[config.mk]
export PLATFORM = sky130hd
export DESIGN_NAME = sprite_blitter
export DESIGN_NICKNAME = d
export VERILOG_FILES = /design/src/rtl/sprite_blitter.sv
export SDC_FILE = /design/constraint.sdc
export NUM_CORES = 1
export LEC_CHECK = 0
export BUFFER_PORTS_ARGS = -buffer_cell sky130_fd_sc_hd__buf_4
export CAP_MARGIN = 15
export CORE_ASPECT_RATIO = 0.75
export CORE_MARGIN = 2
export CORE_UTILIZATION = 55
export DETAILED_ROUTE_END_ITERATION = 7
export PLACE_DENSITY = 0.77
export SETUP_SLACK_MARGIN = 0.05
export SYNTH_ARGS = -nofsm -noshare
export SYNTH_HDL_FRONTEND = slang
export SYNTH_SLANG_ARGS = --single-unit
export TNS_END_PERCENT = 50
[constraint.sdc]
create_clock -name clk -period 16.7 [get_ports clk]
set_input_delay 2.505 -clock clk [delete_from_list [all_inputs] [get_ports clk]]
set_output_delay 2.505 -clock clk [all_outputs]
set_load 0.05 [all_outputs]
[src/rtl/sprite_blitter.sv]
`default_nettype none
// ============================================================================
//  Module      : sprite_blitter
//  Description : Copies a rectangular sprite from source memory into the frame
//                VRAM write port with colour-key skip, clipping and flips.
//  Revision    : 1.0 - initial release
// ============================================================================
module sprite_blitter #(
    parameter int                     HWIDTH     = 12,
    parameter int                     VWIDTH     = 12,
    parameter int                     DATA_WIDTH = 13,
    parameter int                     SWIDTH     = 15,
    parameter int                     AWIDTH     = 19,
    parameter int                     HSIZE      = 640,
    parameter int                     VSIZE      = 480,
    parameter logic [DATA_WIDTH-1:0]  KEY        = '0
) (
    input  logic                    clk,
    input  logic                    rst,
    input  logic                    cmd_valid,
    output logic                    cmd_ready,
    input  logic [SWIDTH-1:0]       cmd_src,
    input  logic [HWIDTH-1:0]       cmd_x,
    input  logic [VWIDTH-1:0]       cmd_y,
    input  logic [HWIDTH-1:0]       cmd_w,
    input  logic [VWIDTH-1:0]       cmd_h,
    input  logic                    cmd_hflip,
    input  logic                    cmd_vflip,
    output logic [SWIDTH-1:0]       src_addr,
    output logic                    src_en,
    input  logic [DATA_WIDTH-1:0]   src_data,
    output logic [AWIDTH-1:0]       dst_addr,
    output logic [DATA_WIDTH-1:0]   dst_data,
    output logic                    dst_we,
    output logic                    busy,
    output logic                    done
);

    typedef enum logic [1:0] {
        ST_IDLE  = 2'd0,
        ST_RUN   = 2'd1,
        ST_DRAIN = 2'd2
    } state_t;

    localparam logic [HWIDTH-1:0]        c_one_h   = 1;
    localparam logic [VWIDTH-1:0]        c_one_v   = 1;
    localparam logic signed [HWIDTH:0]   c_hsize_s = HSIZE[HWIDTH:0];
    localparam logic signed [VWIDTH:0]   c_vsize_s = VSIZE[VWIDTH:0];
    localparam logic [AWIDTH-1:0]        c_hsize_a = HSIZE[AWIDTH-1:0];

    state_t                 state_q, state_d;
    logic [SWIDTH-1:0]      src_base_q, src_base_d;
    logic [HWIDTH-1:0]      x_q, x_d;
    logic [VWIDTH-1:0]      y_q, y_d;
    logic [HWIDTH-1:0]      w_q, w_d;
    logic [VWIDTH-1:0]      h_q, h_d;
    logic                   hflip_q, hflip_d;
    logic                   vflip_q, vflip_d;
    logic [HWIDTH-1:0]      col_q, col_d;
    logic [VWIDTH-1:0]      row_q, row_d;
    logic                   src_en_q, src_en_d;
    logic [SWIDTH-1:0]      src_addr_q, src_addr_d;
    logic                   wr_valid_q, wr_valid_d;
    logic                   inb_q, inb_d;
    logic [AWIDTH-1:0]      dst_addr_q, dst_addr_d;
    logic                   done_q, done_d;

    logic                   w_accept;
    logic                   w_last_col;
    logic                   w_last_pix;
    logic [HWIDTH-1:0]      w_sc;
    logic [VWIDTH-1:0]      w_sr;
    logic signed [HWIDTH:0] w_px;
    logic signed [VWIDTH:0] w_py;

    assign cmd_ready  = (state_q == ST_IDLE) && !rst;
    assign w_accept   = cmd_valid && cmd_ready;
    assign w_last_col = (col_q == w_q - c_one_h);
    assign w_last_pix = w_last_col && (row_q == h_q - c_one_v);

    // Sequencer: latches the command and walks col/row for the pixel issued next cycle.
    always_comb begin
        state_d    = state_q;
        src_base_d = src_base_q;
        x_d        = x_q;
        y_d        = y_q;
        w_d        = w_q;
        h_d        = h_q;
        hflip_d    = hflip_q;
        vflip_d    = vflip_q;
        col_d      = col_q;
        row_d      = row_q;
        src_en_d   = 1'b0;
        done_d     = 1'b0;
        case (state_q)
            ST_IDLE: begin
                if (w_accept) begin
                    src_base_d = cmd_src;
                    x_d        = cmd_x;
                    y_d        = cmd_y;
                    w_d        = cmd_w;
                    h_d        = cmd_h;
                    hflip_d    = cmd_hflip;
                    vflip_d    = cmd_vflip;
                    col_d      = '0;
                    row_d      = '0;
                    if ((cmd_w != '0) && (cmd_h != '0)) begin
                        state_d  = ST_RUN;
                        src_en_d = 1'b1;
                    end else begin
                        state_d  = ST_DRAIN;
                    end
                end
            end
            ST_RUN: begin
                if (w_last_pix) begin
                    state_d = ST_DRAIN;
                end else begin
                    src_en_d = 1'b1;
                    if (w_last_col) begin
                        col_d = '0;
                        row_d = row_q + c_one_v;
                    end else begin
                        col_d = col_q + c_one_h;
                    end
                end
            end
            ST_DRAIN: begin
                state_d = ST_IDLE;
                done_d  = 1'b1;
            end
            default: state_d = ST_IDLE;
        endcase
    end

    // Source address for the next issued pixel, flips applied in sprite space.
    always_comb begin
        w_sc       = hflip_d ? (w_d - c_one_h - col_d) : col_d;
        w_sr       = vflip_d ? (h_d - c_one_v - row_d) : row_d;
        src_addr_d = '0;
        if (src_en_d) begin
            src_addr_d = src_base_d + SWIDTH'(w_sr) * SWIDTH'(w_d) + SWIDTH'(w_sc);
        end
    end

    // Destination of the pixel being read this cycle, used when its data returns.
    always_comb begin
        w_px       = $signed({x_q[HWIDTH-1], x_q}) + $signed({1'b0, col_q});
        w_py       = $signed({y_q[VWIDTH-1], y_q}) + $signed({1'b0, row_q});
        inb_d      = !w_px[HWIDTH] && (w_px < c_hsize_s) &&
                     !w_py[VWIDTH] && (w_py < c_vsize_s);
        wr_valid_d = src_en_q;
        dst_addr_d = dst_addr_q;
        if (src_en_q) begin
            dst_addr_d = AWIDTH'(w_py[VWIDTH-1:0]) * c_hsize_a + AWIDTH'(w_px[HWIDTH-1:0]);
        end
    end

    always_ff @(posedge clk) begin
        if (rst) begin
            state_q    <= ST_IDLE;
            src_base_q <= '0;
            x_q        <= '0;
            y_q        <= '0;
            w_q        <= '0;
            h_q        <= '0;
            hflip_q    <= 1'b0;
            vflip_q    <= 1'b0;
            col_q      <= '0;
            row_q      <= '0;
            src_en_q   <= 1'b0;
            src_addr_q <= '0;
            wr_valid_q <= 1'b0;
            inb_q      <= 1'b0;
            dst_addr_q <= '0;
            done_q     <= 1'b0;
        end else begin
            state_q    <= state_d;
            src_base_q <= src_base_d;
            x_q        <= x_d;
            y_q        <= y_d;
            w_q        <= w_d;
            h_q        <= h_d;
            hflip_q    <= hflip_d;
            vflip_q    <= vflip_d;
            col_q      <= col_d;
            row_q      <= row_d;
            src_en_q   <= src_en_d;
            src_addr_q <= src_addr_d;
            wr_valid_q <= wr_valid_d;
            inb_q      <= inb_d;
            dst_addr_q <= dst_addr_d;
            done_q     <= done_d;
        end
    end

    assign src_addr = src_addr_q;
    assign src_en   = src_en_q;
    assign dst_addr = dst_addr_q;
    assign dst_data = src_data;
    assign dst_we   = wr_valid_q && inb_q && (src_data != KEY);
    assign busy     = (state_q != ST_IDLE);
    assign done     = done_q;

endmodule
`default_nettype wire

* Word level (Yosys, flattened, before mapping)
Cells that the tools add are included.
Storage, ports and cells: register bits 129, bits of input ports 81
Operators by class: $add $sub $neg 13, multipliers 2, $lt $le $gt $ge 2, equal/unequal tests 6, mux-type cells 29, bitwise operators 1, reduce and logical (&&, ||, !) cells 20
Operators by type and width (number):
- $mux 12 | 12
- $pmux 12 s2 | 2
- $sub 12x1->12 const B | 4
- $mux 15 | 2
- $add 12x13->13 | 2
- $add 12x1->12 const B | 2
- $eq 12x12->1 | 2
- $reduce_bool 12->1 | 2
- $sub 12x12->12 | 2
- $add 19x12->19 | 1
- $add 15x12->15 | 1
- $add 15x15->15 | 1
- $mul 12x12->15 | 1
- $lt 13x10->1 const B | 1
- $lt 13x11->1 const B | 1
- $reduce_bool 13->1 | 1
- $mul 12x3->12 const B | 1
- $logic_and 1x1->1 | 9
- $mux 1 | 8
- $mux 2 | 3
- $ne 2x2->1 const B | 2
- $pmux 2 s2 | 1
- $reduce_and 2->1 | 2
- $logic_not 1->1 | 3
- other kinds (7) | 7

* Longest topological paths before layout
depth after elaboration 11, depth in mapped cells 45, mapped depth without buffers 43

* Worst setup path after synthesis
OpenSTA, ideal clock, no wires.
path kind input -> register, from in rst, to reg src_addr_q[14] (netlist: src_addr[14]), library setup time 0.065 ns, arrival time 12.560 ns, data required time 16.635 ns, path slack 4.076 ns, cell stages on the path 34, buffers on the path 4, cells stage by stage nor3_1 -> and2_1 -> clkbuf_1 -> buf_1 -> buf_1 -> clkbuf_1 -> mux2_2 -> ha_1 -> nor2b_1 -> or3_1 -> a2111oi_0 -> o31ai_1 -> a21o_1 -> a21oi_1 -> xnor2_1 -> nand2_1 -> xnor2_1 -> nor2_1 -> fa_1 -> inv_1 -> fa_1 -> inv_1 -> fa_1 -> fa_1 -> fa_1 -> inv_1 -> fa_1 -> inv_1 -> ha_1 -> o41ai_1 -> o21ai_0 -> xnor2_1 -> xnor3_1 -> nor2_1
Between the ends: longest elaborated chain between the ends 11, elaborated cells between the ends (all ways) 30, classes of those cells add/sub (6); mul (1); mux (18); bitwise (1); reduce/logical (4)
RTL lines:
- start: declaration | RTL line 19 | input logic rst,
- $logic_not 1->1 | RTL line 76 | assign cmd_ready = (state_q == ST_IDLE) && !rst;
- $logic_and 1x1->1 | RTL line 76
- $logic_and 1x1->1 | RTL line 77 | assign w_accept = cmd_valid && cmd_ready;
- $mux 12 | RTL line 97 | if (w_accept) begin
- $mux 12 | RTL line 95 | case (state_q)
- net h_d[2] | RTL line 56 | logic [VWIDTH-1:0] h_q, h_d;
- $sub 12x1->12 | RTL line 139 | w_sr = vflip_d ? (h_d - c_one_v - row_d) : row_d;
- $sub 12x12->12 | RTL line 139
- $mux 12 | RTL line 139
- $mul 12x12->15 | RTL line 142 | src_addr_d = src_base_d + SWIDTH'(w_sr) * SWIDTH'(w_d) + SWIDTH'(w_sc);
- $add 15x15->15 | RTL line 142
- $add 15x12->15 | RTL line 142
- end signal: assignment | RTL line 189 | src_addr_q <= src_addr_d;
- end: declaration | RTL line 62 | logic [SWIDTH-1:0] src_addr_q, src_addr_d;
The timed path passes the listed nets, and every way through them passes these cells. A chain may end at the register's enable or synchronous reset.

* Final worst setup path
from in rst, to reg src_addr_q[14] (netlist: src_addr[14])
Between the ends: longest elaborated chain between the ends 11, elaborated cells between the ends (all ways) 30, classes of those cells add/sub (6); mul (1); mux (18); bitwise (1); reduce/logical (4)
RTL lines (RTL line):
- $logic_not 1->1 | 76
- $logic_and 1x1->1 | 76
- $logic_and 1x1->1 | 77
- $mux 12 | 97
- $mux 12 | 95
- $sub 12x1->12 | 139
- $sub 12x12->12 | 139
- $mux 12 | 139
- $mul 12x12->15 | 142
- $add 15x15->15 | 142
- $add 15x12->15 | 142
Parallel ways exist; a longest one is shown, timed or not.

==> results.md <==
* Setup TNS at 0 ps
* Most common cell in the netlist: nor2_1
* Initial antenna violation count at 0
* Clock transition at path regs at ~60 ps
* WP data required at roughly 17000 ps
* IO Count at 133
* Area grow syn2layout at 14.0%
* Num CTS Buffers at 17
* Peak VDD IR at about 0.068 mV
* Status: finished, final reports clean
* Fin. max-slew vios at 0
* Worst Min Path Start: x_q[10]$_SDFFE_PP0P_
* Tcrit/Tclk final at approximately 73%
* Pwr Density at roughly 76 nW/µm²
* #FFs+latches synth at roughly 130
* Hold WC Path Type: reg -> reg
* Final layout net count at 1899
* Seq/Total Area, Yosys at 20.7%
* Synth Warn # at 0
* F_max at slightly above 0.08 GHz
* Post-synth top cells: 197 x nor2_1, 174 x inv_1, 129 x dfxtp_1
* Layout cells sized above 1 at around an eighth
* I/O Buffers at 132
* Post-CTS setup buffer count at 0
* Diodes inserted at 0
* Slowest CP cell: nor2_1
* Async S/R FF share, synth at 0%
* Clock Sinks at ~130
* Top-area cell type share of the netlist area at 20.7%
* Clk_lat worst skew at 440 ps
* Slew HR at between 30% and 40%
* Die Ht at roughly 130 µm
* First DRT Iteration DRCs at 988
* First-pass GRT wire length at 52.9 mm
* Final setup vio count at 0
* Syn nets at roughly 1.8k
* Critical path class: in -> reg
* Vias in the first global route at approximately 10k
* DR pass1 iterations at 5
* Critical path capture point type: flip-flop
* Final ANT Viol Nets at 0
* Comb pwr share at about a third
* # rows at 47
* Crit. Startpoint: rst
* Worst Path Arrival at between 10000 and 15000 ps
* Initial Util at around 56%
* Crit-path most repeated cell: fa_1
* Total Wirelength at 32.3 mm
* Vias at between 10k and 15k
* Core area at around 22000 µm²
* Top cells by area, synth: dfxtp_1 21%, fa_1 15%, ha_1 12%
* Post-synthesis cell area at 12500 µm²
* Final period demand of the worst path at 12180 ps
* Switch Pwr at 0.000386 W
* TritonCTS clock tree: built
* # resized after CTS at 0
* Unrepaired setup endpoints after global routing: false
* Post-synth EDFFs at 0
* Placer congestion estimate at between 0.9 and 1
* CP max FO at 49
* Via/cell ratio at 5.61
* Clock Root Buffer: clkbuf_16
* Pin count of the biggest net entering global routing at 74
* Clock Tree Buf Depth at 2
* GRT Total Usage at between 20% and 30%
* Final Hold Vio Count at 0
* Seq pwr share at 31.3%
* Pleak at around 6.6 nW
* Maxcap violations at 0
* Worst hold margin at about 480 ps
* # DRC at 0
* Reg2reg start: w_q[0]$_SDFF_PP0_
* Internal at 0.000698 W
* Critical path launch point type: primary input
* Gate Count Post-Synth at 1509
* Slowest cell delay on critical path at 690 ps
* Total Power at roughly 0.0011 W
* Total gr overflow at 0
* Slew of the pin with the lowest slew margin at 1030 ps
* CTS HTree Levels at 4
* Yosys top cell by area: dfxtp_1
* Main synth FF type: dfxtp_1
* Cts hold-fix bufs at 0
* WL per Instance at roughly 17 µm
* Half-perimeter wire length after placement at between 20 and 30 mm
* Die area at around 24000 µm²
* Library cells used by synthesis at 70
* Switching share of power at 35.6%
* Horiz. Die Dim at approximately 180 µm
* Clk_skew at between 8 and 9 ps
* Clock network power share at 35.0%
* Syn avg cell area at 8.26 µm²
[state kept, by name (all words and copies together), names as in the netlist, 2 cells and up]
name	flops
state_q	2
src_addr	15
x_q	12
dst_addr	19
w_q	12
src_base_q	15
y_q	12
h_q	12
row_q	12
col_q	12
[worst max-delay path, delay by kind of cell]
family                     cells  cell delay [ps]
xor gates and xnor gates       4             1080
buffers and inverters          5              440
and+or+nand+nor               10             2380
adders and majority gates      8             3570
AOI/OAI and AO/OA              8             2560
[path summary, 6_finish.rpt]
check | slack, ps | end | depth (start not counted)
hold / removal | 480 | x_q[10]$_SDFFE_PP0P_ | 2
setup / recovery | 4520 | src_addr[14]$_SDFF_PP0_ | 35
setup reg to reg | 4970 | src_addr[14]$_SDFF_PP0_ | 40
hold reg to reg | 480 | x_q[10]$_SDFFE_PP0P_ | 2
[layout make-up]
class / instances / area, µm²
multi-input combinational: 1136 / 8900
clock buffer: 20 / 457
sequential: 129 / 2580
inverter: 177 / 664
tap: 294 / 368
timing repair buffer: 146 / 1100
fill: 1886 / 7970
clock inverter: 12 / 131
[per-layer routing]
| layer | vias up | global-route usage [%] | share of wire (%) |
|---|---|---|---|
| met5 | - | 0 | 0 |
| met3 | 54 | 6.38 | 8.3 |
| li1 | 5196 | - | - |
| met1 | 5074 | 39.6 | 46 |
| met2 | 418 | 43.0 | 44 |
| met4 | 0 | 9.24 | 2.1 |
[cell families (layout without fill, tap and decap cells)]
family | Yosys count | after routing | share of synthesized area, %
xor gates and xnor gates | 112 | 112 | 8.09
DFF | 129 | 129 | 20.7
muxes | 46 | 46 | 3.83
AOI/OAI and AO/OA | 268 | 268 | 13.4
buffers and inverters | 244 | 355 | 7.85
and+or+nand+nor | 499 | 499 | 19.2
adders and majority gates | 211 | 211 | 26.9
[power by group through the flow]
stage          registers (W)  clock network [W]  logic, W
2_1_floorplan       0.000374                  0  0.000235
3_3_place_gp        0.000345                  0  0.000348
3_5_place_dp        0.000346                  0  0.000358
4_1_cts             0.000339           0.000385  0.000363
5_1_grt             0.000342           0.000398  0.000405
6_report            0.000340           0.000379  0.000365
[through the flow]
step | utilization (%) | cells | cell area, µm² | worst slack, ps
after global routing | 64.0 | 1914 | 14200 | 3800
after floorplan | - | 1509 | 12500 | 4080
after CTS | 64.0 | 1913 | 14200 | 4580
after detailed placement | 61.4 | 1881 | 13600 | 4160
final | 64.0 | 1914 | 14200 | 4520
after global placement | 61.4 | 1881 | 13600 | 4450
[layout by cell type, fill, tap and decap left out, types with 3 or more instances in the layout]
cell and count:
nor2_1 197, o21bai_1 16, a211oi_1 10, nor3b_1 4, nor3_1 30, or2_2 6
nor2b_1 27, clkinv_4 3, xor2_1 29, clkinv_1 3, a211oi_2 3, o22ai_1 4
buf_4 146, nand3b_1 3, and4_1 3, xnor2_1 81, o211a_1 3, and3_1 16
clkinv_2 4, a22oi_1 5, a21o_1 20, mux2_2 13, and2_1 3, inv_1 174
o21a_1 13, or3_1 9, mux2i_1 33, o21ai_0 77, a31oi_1 11, fa_1 94
ha_1 117, nor4_1 16, dfxtp_1 129, nand2b_1 52, clkbuf_16 17, nand3_1 21
nand2_1 94, a21oi_1 80
Power figures use the tool's default switching activity.
